===== config.mk =====
export PLATFORM = sky130hd
export DESIGN_NAME = flash_sample_reader
export DESIGN_NICKNAME = d
export VERILOG_FILES = /design/src/rtl/flash_sample_reader.sv
export SDC_FILE = /design/constraint.sdc
export NUM_CORES = 1
export LEC_CHECK = 0
export CORE_UTILIZATION = 50
export CTS_BUF_LIST = sky130_fd_sc_hd__clkbuf_2 sky130_fd_sc_hd__clkbuf_4 sky130_fd_sc_hd__clkbuf_8
export DETAILED_ROUTE_END_ITERATION = 7
export PLACE_DENSITY_LB_ADDON = 0.25
export SYNTH_ARGS = -nofsm -noshare
export SYNTH_HDL_FRONTEND = slang
export SYNTH_SLANG_ARGS = --single-unit

===== constraint.sdc =====
create_clock -name clock -period 5.1 [get_ports clock]
set_input_delay 1.02 -clock clock [delete_from_list [all_inputs] [get_ports clock]]
set_output_delay 1.02 -clock clock [all_outputs]
set_load 0.01 [all_outputs]

===== src/rtl/flash_sample_reader.sv =====
// Fetches one 32-bit word per address from an Avalon-MM flash port and plays
// it back as two 16-bit audio samples (low half first), one per sample_tick.
// A read that never returns data is replaced by silence and flagged sticky.
module flash_sample_reader #(
  parameter int unsigned DATA_TIMEOUT = 255
) (
  input  logic        clock,
  input  logic        reset,
  input  logic        pause,
  input  logic        sample_tick,
  output logic        fetch_address_enable,
  input  logic [23:0] address_in,
  input  logic        address_ready,
  output logic        flash_mem_read,
  output logic [22:0] flash_mem_address,
  output logic [3:0]  flash_mem_byteenable,
  input  logic        flash_mem_waitrequest,
  input  logic [31:0] flash_mem_readdata,
  input  logic        flash_mem_readdatavalid,
  output logic [15:0] sample_out,
  output logic        sample_valid,
  output logic        read_error
);

  typedef enum logic [2:0] {
    IDLE,
    REQ_ADDR,
    WAIT_ADDR,
    FLASH_READ,
    WAIT_DATA,
    OUT_LOW,
    OUT_HIGH
  } state_t;

  // Counter runs 0..DATA_TIMEOUT-1 across the WAIT_DATA cycles, so the
  // timeout fires on the DATA_TIMEOUT-th cycle spent waiting.
  localparam logic [7:0] LAST_COUNT = 8'(DATA_TIMEOUT - 1);

  state_t      state;
  state_t      next_state;
  logic        ready_q;
  logic [7:0]  wait_count;
  logic [31:0] word;

  logic        addr_rise;
  logic        latch_addr;
  logic        load_word;
  logic        time_out;
  logic        emit_low;
  logic        emit_high;

  // Flash is word-addressed over 23 bits; the top upstream address bit is dropped.
  logic        unused_addr_msb;
  assign unused_addr_msb = address_in[23];

  assign addr_rise            = address_ready & ~ready_q;
  assign flash_mem_byteenable = 4'hF;

  // State register.
  always_ff @(posedge clock) begin
    if (reset) begin
      state <= IDLE;
    end else begin
      state <= next_state;
    end
  end

  // Next-state logic and Moore/Mealy strobes for the datapath.
  always_comb begin
    next_state           = state;
    fetch_address_enable = 1'b0;
    flash_mem_read       = 1'b0;
    latch_addr           = 1'b0;
    load_word            = 1'b0;
    time_out             = 1'b0;
    emit_low             = 1'b0;
    emit_high            = 1'b0;
    case (state)
      IDLE: begin
        if (!pause) begin
          next_state = REQ_ADDR;
        end
      end
      REQ_ADDR: begin
        fetch_address_enable = 1'b1;
        next_state           = WAIT_ADDR;
      end
      WAIT_ADDR: begin
        if (addr_rise) begin
          latch_addr = 1'b1;
          next_state = FLASH_READ;
        end
      end
      FLASH_READ: begin
        flash_mem_read = 1'b1;
        if (!flash_mem_waitrequest) begin
          next_state = WAIT_DATA;
        end
      end
      WAIT_DATA: begin
        if (flash_mem_readdatavalid) begin
          load_word  = 1'b1;
          next_state = OUT_LOW;
        end else if (wait_count == LAST_COUNT) begin
          time_out   = 1'b1;
          next_state = OUT_LOW;
        end
      end
      OUT_LOW: begin
        if (sample_tick && !pause) begin
          emit_low   = 1'b1;
          next_state = OUT_HIGH;
        end
      end
      OUT_HIGH: begin
        if (sample_tick && !pause) begin
          emit_high  = 1'b1;
          next_state = IDLE;
        end
      end
      default: begin
        next_state = IDLE;
      end
    endcase
  end

  // Datapath: address latch, timeout counter, word buffer and sample output.
  always_ff @(posedge clock) begin
    if (reset) begin
      ready_q           <= 1'b0;
      wait_count        <= '0;
      word              <= '0;
      flash_mem_address <= '0;
      sample_out        <= '0;
      sample_valid      <= 1'b0;
      read_error        <= 1'b0;
    end else begin
      ready_q      <= address_ready;
      sample_valid <= emit_low | emit_high;

      if (latch_addr) begin
        flash_mem_address <= address_in[22:0];
      end

      if (state == WAIT_DATA) begin
        wait_count <= wait_count + 8'd1;
      end else begin
        wait_count <= '0;
      end

      if (load_word) begin
        word <= flash_mem_readdata;
      end else if (time_out) begin
        word <= '0;
      end

      if (time_out) begin
        read_error <= 1'b1;
      end

      if (emit_low) begin
        sample_out <= word[15:0];
      end else if (emit_high) begin
        sample_out <= word[31:16];
      end
    end
  end

endmodule


Yosys cells after proc, flatten, opt, wreduce, memory -nomap -nowiden
Cells that the tools add are included.

Add/sub/neg operators: 1. Equality and inequality tests: 13. Muxes and demuxes: 24. Bitwise logic cells: 4. Reduce and logical (&&, ||, !) cells: 7.

Operators by type and width (number): 2-to-1 mux 32 bit (2); 2-to-1 mux 16 bit (2); 2-to-1 mux 3 bit (7); one-hot mux 3 bit (7 select lines) (1); 2-to-1 mux 1 bit (12); != test 2 bit, second input constant (5); equality test 3 bit, second input constant (3); adder 8 x 1 -> 8 bit, second input constant (1); equality test 8 bit, second input constant (1); equality test 3 x 2 -> 1 bit, second input constant (2); AND reduction 6 bit (1); nonzero test 2 bit (2); equality test 3 x 1 -> 1 bit, second input constant (1); zero test 3 bit (1); != test 3 bit, second input constant (1); NOT 1 bit (2); OR reduction 2 bit (1); bitwise AND 1 bit (1); logical AND 1 bit (1); zero test 1 bit (1); bitwise OR 1 bit (1).

Bits in registers: 85. Output and inout port bits: 47. Logic and storage cells: 57.

Depth between registers and ports, before layout
Gate-level depths: netlist of run 1.

Word-level depth: 6. Depth in mapped cells: 7. Mapped depth without buffers: 6.

Worst setup path before layout of run 1
No wires, ideal clock.

Kind: input-to-reg. Start point: input pause. End point: register sample_out[10]. Library setup time: 0.140 ns. Arrival: 2.035 ns. Required time: 4.960 ns. Setup slack: 2.925 ns. Stages: 5. Cell sequence: nand2b_1 > nor3_4 > buf_6 > mux2i_1 > a211oi_2.

Cells in the longest elaborated chain, start to end: 5.

Ends and longest elaborated chain: from (decl) (RTL line 9) `input logic pause,`; zero test 1 bit * (RTL line 110, 116); logical AND 1 bit * (RTL line 110, 116); 2-to-1 mux 1 bit * (RTL line 110, 116); 2-to-1 mux 1 bit (RTL line 78) `case (state)`; 2-to-1 mux 16 bit or nonzero test 2 bit (tied branches); to (signal assigned) (RTL line 162) `sample_out <= word[15:0];`; to (signal assigned) (RTL line 164) `sample_out <= word[31:16];`; to (decl) (RTL line 20) `output logic [15:0] sample_out,`.

Mark *: on every way between the ends. The rest lies on a longest branch, timed or not. A chain may end at the register's enable or synchronous reset.

Final worst setup path of run 1
Start point: register state[0]. End point: output flash_mem_read.

Cells in the longest elaborated chain, start to end: 2.

Ends and longest elaborated chain: from (decl) (RTL line 39) `state_t state;`; from (signal assigned) (RTL line 64) `state <= next_state;`; equality test 3 x 2 -> 1 bit (RTL line 78); 2-to-1 mux 1 bit (RTL line 78); to (decl) (RTL line 14) `output logic flash_mem_read,`.

Every way passes these cells.

==> impl_metrics.json, run 1 <==
{
  "synth_top_family_by_area": "simple AND/OR/NAND/NOR gates",
  "yosys_warnings": 0,
  "tns_ps": 0,
  "detail_route.wirelength.met1_um": 3300,
  "drtIter0Drc": 151,
  "nFillCells": 490,
  "synth_cell_types": 42,
  "fmax_mhz": 345,
  "drc": 0,
  "setup_viol": 0,
  "power_switching_mw": 0.481,
  "highest_layer": "met4",
  "wl_met2_um": 3830,
  "fp.dieArea_mm2": 0.00697,
  "reg2regPathDepth": 4,
  "overflow": 0,
  "cts_sinks": 85,
  "min_to": "flash_mem_address[15]",
  "boundaryPins": 110,
  "pwr-share-seq_pct": 46.4,
  "finalHoldViolCount": 0,
  "grt_pass1_wl_um": 12800,
  "worstReg2RegStart": "state[0]",
  "yosys.area_share.simple_pct": 18.3,
  "die_h_um": 83.5,
  "cts_tree": "built",
  "post-route-util_pct": 71.9,
  "ir_drop_v": 0.000287,
  "synth_area_per_cell_um2": 9.23,
  "grt_max_degree": 79,
  "ys_seq_area_share_pct": 51.2,
  "cts_resized": 0,
  "row_count": 29,
  "synth_compound_area_share_pct": 17.5,
  "synth_edf_count": 0,
  "synth_xor_xnor_area_share_pct": 1.85,
  "antenna_found_initial": 0,
  "dr_wl_met3_um": 510,
  "muxShareOfSynthArea_pct": 5.12,
  "critPathLaunchType": "flop",
  "cts_made_buffers": 9,
  "crit_required_ps": 4080,
  "critPathMaxFanout": 11,
  "fin_nets": 517,
  "async_flop_share_pct": 0,
  "root_buffer": "clkbuf_8",
  "routabilityCongestion": 0.789,
  "r2r_end": "sample_out[14]",
  "avgViaCountPerCell": 5.37,
  "numPortBuffers": 104,
  "worst_setup_path_end_kind": "output port",
  "maxSlewHeadroom_pct": 24.3,
  "synth_ff_type": "dfxtp_1",
  "hold_depth": 2,
  "rsz0062_at_grt": "no",
  "start_util_pct": 52.0,
  "reg2reg_slack_ps": 2880,
  "cts_max_level": 3,
  "grt_pass1_vias": 2839,
  "dp.final_hpwl_um": 5080,
  "post_cts_buffers": 0,
  "fin_crit_ps": 2900,
  "cts_hold_buf": 0,
  "final_layout_size_suffix_gt1_share_pct": 8.77,
  "synth_seq_cells": 85,
  "synth-adder-area-share_pct": 0.753,
  "status": "finished clean",
  "cp.arrival_ps": 1880,
  "areaGrowthSynthToFinish_pct": 38.3,
  "period_share_pct": 56.9,
  "path_class": "reg2out",
  "p_per_area_mw_per_mm2": 367,
  "clk_pin_slew_worst_paths_ps": 80,
  "drtAntennaViolNets": 0,
  "clock_path_buffers": 2,
  "skew_ps": 11.3,
  "worst_pin_slew_ps": 1130,
  "netlist_instances": 360,
  "grt_usage_pct": 22.7,
  "switching_share_pct": 28.5,
  "p_leak_nw": 1.57,
  "fp.coreArea_mm2": 0.00639,
  "antenna_cells": 0,
  "syn_area_mm2": 0.00332,
  "dr.pass1.iters": 4,
  "internal-power_mw": 1.21,
  "wl_um": 7750,
  "die_x_um": 83.5,
  "clk_latency_ps": 360,
  "hold_start": "flash_mem_address[15]",
  "max_cap_viol_count": 0,
  "hold_class": "reg2reg",
  "slew_viol_final": 0,
  "drt-wirelength-per-cell_um": 14.5,
  "p_clk_share_pct": 30.3,
  "combPwrFrac_pct": 23.3,
  "num_vias": 2862
}
[flip-flops by register name, indices dropped and copies added (netlist names)]
signal / cells
flash_mem_address: 23
sample_valid: 1
wait_count: 8
read_error: 1
ready_q: 1
state: 3
sample_out: 16
word: 32
[worst max path at each step]
stage / start / endpoint
final: state[0] / flash_mem_read
after global routing: state[0] / flash_mem_read
after floorplan: pause / sample_out[10]
after global placement: pause / sample_out[15]
after detailed placement: pause / sample_out[7]
after CTS: state[0] / flash_mem_read
[cells by family after synthesis]
| kind of cell | Yosys count |
|---|---|
| simple gates | 134 |
| flops | 85 |
| compound gates | 79 |
| buf+inv | 35 |
| mux | 17 |
| xor+xnor | 7 |
| fa+ha+maj | 2 |
| other cells | 1 |
[power groups by stage]
stage	clock (mW)	combinational (mW)	sequential, mW
5_1_grt	0.551	0.426	0.790
3_5_place_dp	0	0.393	0.797
6_report	0.512	0.393	0.782
4_1_cts	0.521	0.396	0.782
2_1_floorplan	0	0.256	0.777
3_3_place_gp	0	0.382	0.794
[final cells by class]
type	count	area [µm²]	share of cell area, %
clock buffers	11	139	3.02
clock inverters	4	73.8	1.61
inverters	4	15.0	0.327
multi-input cells	243	1490	32.5
flip-flops and latches	85	1700	37.0
well taps	77	96.3	2.10
repair buffers	109	1070	23.4
[synthesized netlist by cell type (2+ instances only)]
cell,instances,area (µm²)
nand2b_1,2,12.5
buf_2,4,20.0
a22oi_1,32,240
dfxtp_1,85,1700
nor2_1,60,225
xor2_1,6,52.6
clkbuf_1,20,75.1
buf_6,2,22.5
a211oi_1,7,52.6
nand3_1,3,15.0
nand2_1,49,184
mux2i_1,17,170
buf_4,5,37.5
a21oi_1,24,120
ha_1,2,25.0
a31oi_1,2,12.5
inv_1,3,11.3
a211oi_2,10,125
and3_1,4,25.0
[worst max-delay path, cell delays in order, from the launching register on]
cell and delay (ps):
dfxtp_1 650, and3b_1 310, clkdlybuf4s50_1 570
[placed cells by master (no fill, tap or decap), types with 2 or more instances in the layout]
cell type / instances
bufinv_16: 2
and3_1: 4
a211oi_1: 7
a211oi_2: 10
nand2b_1: 2
buf_4: 5
ha_1: 2
nor2_1: 60
xor2_1: 6
dfxtp_1: 85
clkbuf_4: 2
conb_1: 4
a22oi_1: 32
nand2_1: 49
inv_1: 3
a21oi_1: 24
mux2i_1: 17
clkbuf_8: 9
clkdlybuf4s50_1: 103
nor3_2: 2
nand3_1: 3
[routing by layer]
layer,vias to the layer above,global-route usage [%]
li1,1414,-
met1,1348,26.0
met2,90,39.6
met3,10,6.73
met4,0,8.94
met5,-,0
[per-stage QoR]
step           std cells  setup WS (ps)  instance area [µm²]  total power, mW  hold slack, ps
2_1_floorplan        363           2920                 3330             1.03             453
3_3_place_gp         518           2000                 4380             1.18             441
3_5_place_dp         518           1980                 4380             1.19             446
4_1_cts              533           2190                 4590             1.70             457
5_1_grt              533           2140                 4590             1.77             472
6_report             533           2200                 4590             1.69             455
Note: power is estimated with default switching activity, not from simulation.
==> run 2: changes to the inputs <==
--- a/config.mk
+++ b/config.mk
@@ -5,7 +5,7 @@
 export SDC_FILE = /design/constraint.sdc
 export NUM_CORES = 1
 export LEC_CHECK = 0
-export CORE_UTILIZATION = 50
+export CORE_UTILIZATION = 43
 export CTS_BUF_LIST = sky130_fd_sc_hd__clkbuf_2 sky130_fd_sc_hd__clkbuf_4 sky130_fd_sc_hd__clkbuf_8
 export DETAILED_ROUTE_END_ITERATION = 7
 export PLACE_DENSITY_LB_ADDON = 0.25
==> constraint.sdc (replaced) <==
create_clock -name clock -period 2.5 [get_ports clock]
set_input_delay 0.5 -clock clock [delete_from_list [all_inputs] [get_ports clock]]
set_output_delay 0.5 -clock clock [all_outputs]
set_load 0.01 [all_outputs]
==> impl_metrics.json, run 2 (synthesis results as in run 1) <==
{
  "status": "finished clean",
  "avgViaCountPerCell": 5.14,
  "die_x_um": 89.9,
  "tns_ps": 0,
  "final_layout_size_suffix_gt1_share_pct": 9.37,
  "cts_resized": 0,
  "fin_nets": 522,
  "clk_latency_ps": 350,
  "areaGrowthSynthToFinish_pct": 39.4,
  "reg2reg_slack_ps": 730,
  "routabilityCongestion": 0.764,
  "cp.arrival_ps": 1860,
  "worst_pin_slew_ps": 517,
  "critPathLaunchType": "flop",
  "path_class": "reg2out",
  "ir_drop_v": 0.000381,
  "power.total_mw": 3.22,
  "cts_hold_buf": 0,
  "slew_viol_final": 0,
  "r2r_end": "word[17]",
  "num_vias": 2867,
  "drt-wirelength-per-cell_um": 13.7,
  "grt_pass1_wl_um": 13000,
  "critPathMaxFanout": 11,
  "clock_path_buffers": 2,
  "drc": 0,
  "largest_register_ff_count": 32,
  "p_per_area_mw_per_mm2": 696,
  "worstReg2RegStart": "wait_count[0]",
  "root_buffer": "clkbuf_8",
  "cts_max_level": 3,
  "skew_ps": 5.91,
  "maxSlewHeadroom_pct": 65.5,
  "grt_usage_pct": 19.8,
  "max_cap_viol_count": 0,
  "reg2regPathDepth": 7,
  "finalHoldViolCount": 0,
  "drtAntennaViolNets": 0,
  "worst_setup_path_end_kind": "output port",
  "top_register": "word",
  "crit_required_ps": 2000,
  "reg.largest.list": "word (32), flash_mem_address (23), sample_out (16)",
  "final_cells": 558,
  "layout.cells.most_common": "clkdlybuf4s50_1",
  "start_util_pct": 45.1,
  "multiInputGateArea_mm2": 0.00150,
  "hold_depth": 2,
  "seqCellArea_mm2": 0.00170,
  "fp.dieArea_mm2": 0.00808,
  "wl_um": 7650,
  "antenna_found_initial": 0,
  "period_share_pct": 94.2,
  "p_leak_nw": 1.57,
  "grt_max_degree": 34,
  "drtIter0Drc": 128,
  "overflow": 0,
  "hold_class": "reg2reg",
  "cts_tree": "built",
  "row_count": 31,
  "hold_start": "flash_mem_address[12]",
  "fmax_mhz": 424,
  "cts_made_buffers": 9,
  "post-route-util_pct": 62.9,
  "numPortBuffers": 104,
  "dpl_cell_area_mm2": 0.00448,
  "final_cell_mix": "clkdlybuf4s50_1, dfxtp_1, nor2_1, nand2_1, a22oi_1",
  "dp.final_hpwl_um": 5180,
  "clk_pin_slew_worst_paths_ps": 80,
  "fin_crit_ps": 2360,
  "design_area_mm2": 0.00463,
  "min_to": "flash_mem_address[12]",
  "fp.coreArea_mm2": 0.00737,
  "dr.pass1.iters": 6,
  "nFillCells": 626,
  "boundaryPins": 110,
  "die_h_um": 89.9,
  "setup_viol": 0,
  "placed_cells": 545,
  "post_cts_buffers": 0,
  "antenna_cells": 0,
  "cts_sinks": 85,
  "grt_pass1_vias": 2738,
  "rsz0062_at_grt": "no"
}
[run 2: changes by cell type in the layout (fill, tap and decap cells not counted)]
cell	delta
clkinv_4	-1
buf_4	+3
clkbuf_8	+1
bufinv_16	-2
clkbuf_4	-2
buf_12	+2
clkinv_2	+2
a31oi_2	-1
a31oi_4	+1
[run 2: critical path, cell delays in order, from the launching register on]
cell	delay [ps]
dfxtp_1	650
and3b_1	290
clkdlybuf4s50_1	570
[run 2: power by group]
| part | internal [mW] | total, mW | switching, mW |
|---|---|---|---|
| Sequential | 1.47 | 1.59 | 0.120 |
| Combinational | 0.424 | 0.817 | 0.393 |
| Clock | 0.366 | 0.811 | 0.444 |
| Total | 2.26 | 3.22 | 0.957 |
[run 2: final cells by class]
cell class / count / area share, %
sequential: 85 / 36.7
multi-input combinational: 243 / 32.4
timing repair buffer: 114 / 24.5
clock buffer: 10 / 2.97
tap: 99 / 2.67
clock inverter: 3 / 0.324
inverter: 4 / 0.324
[run 2: per-layer routing]
layer,up-vias,share of wire [%],track usage [%],routed length (µm)
li1,1419,-,-,-
met1,1341,46,24.2,3490
met2,97,45,32.6,3470
met3,10,7.4,6.09,566
met4,0,1.6,8.06,125
met5,-,0,0,0
[run 2: worst max path at each step]
stage / start / to / slack, ps / depth (start not counted)
after CTS: state[0] / flash_mem_read / 140 / 2
after floorplan: pause / sample_out[10] / 840 / 5
after global placement: flash_mem_readdatavalid / word[13] / 370 / 6
after global routing: state[0] / flash_mem_read / 50 / 2
after detailed placement: flash_mem_readdatavalid / state[2] / 350 / 5
final: state[0] / flash_mem_read / 140 / 2
[run 2: metrics by stage]
stage,hold WS (ps),worst slack [ps]
global placement,441,369
global route,480,49.5
detailed placement,449,351
floorplan,453,845
CTS,460,141
finish,457,144
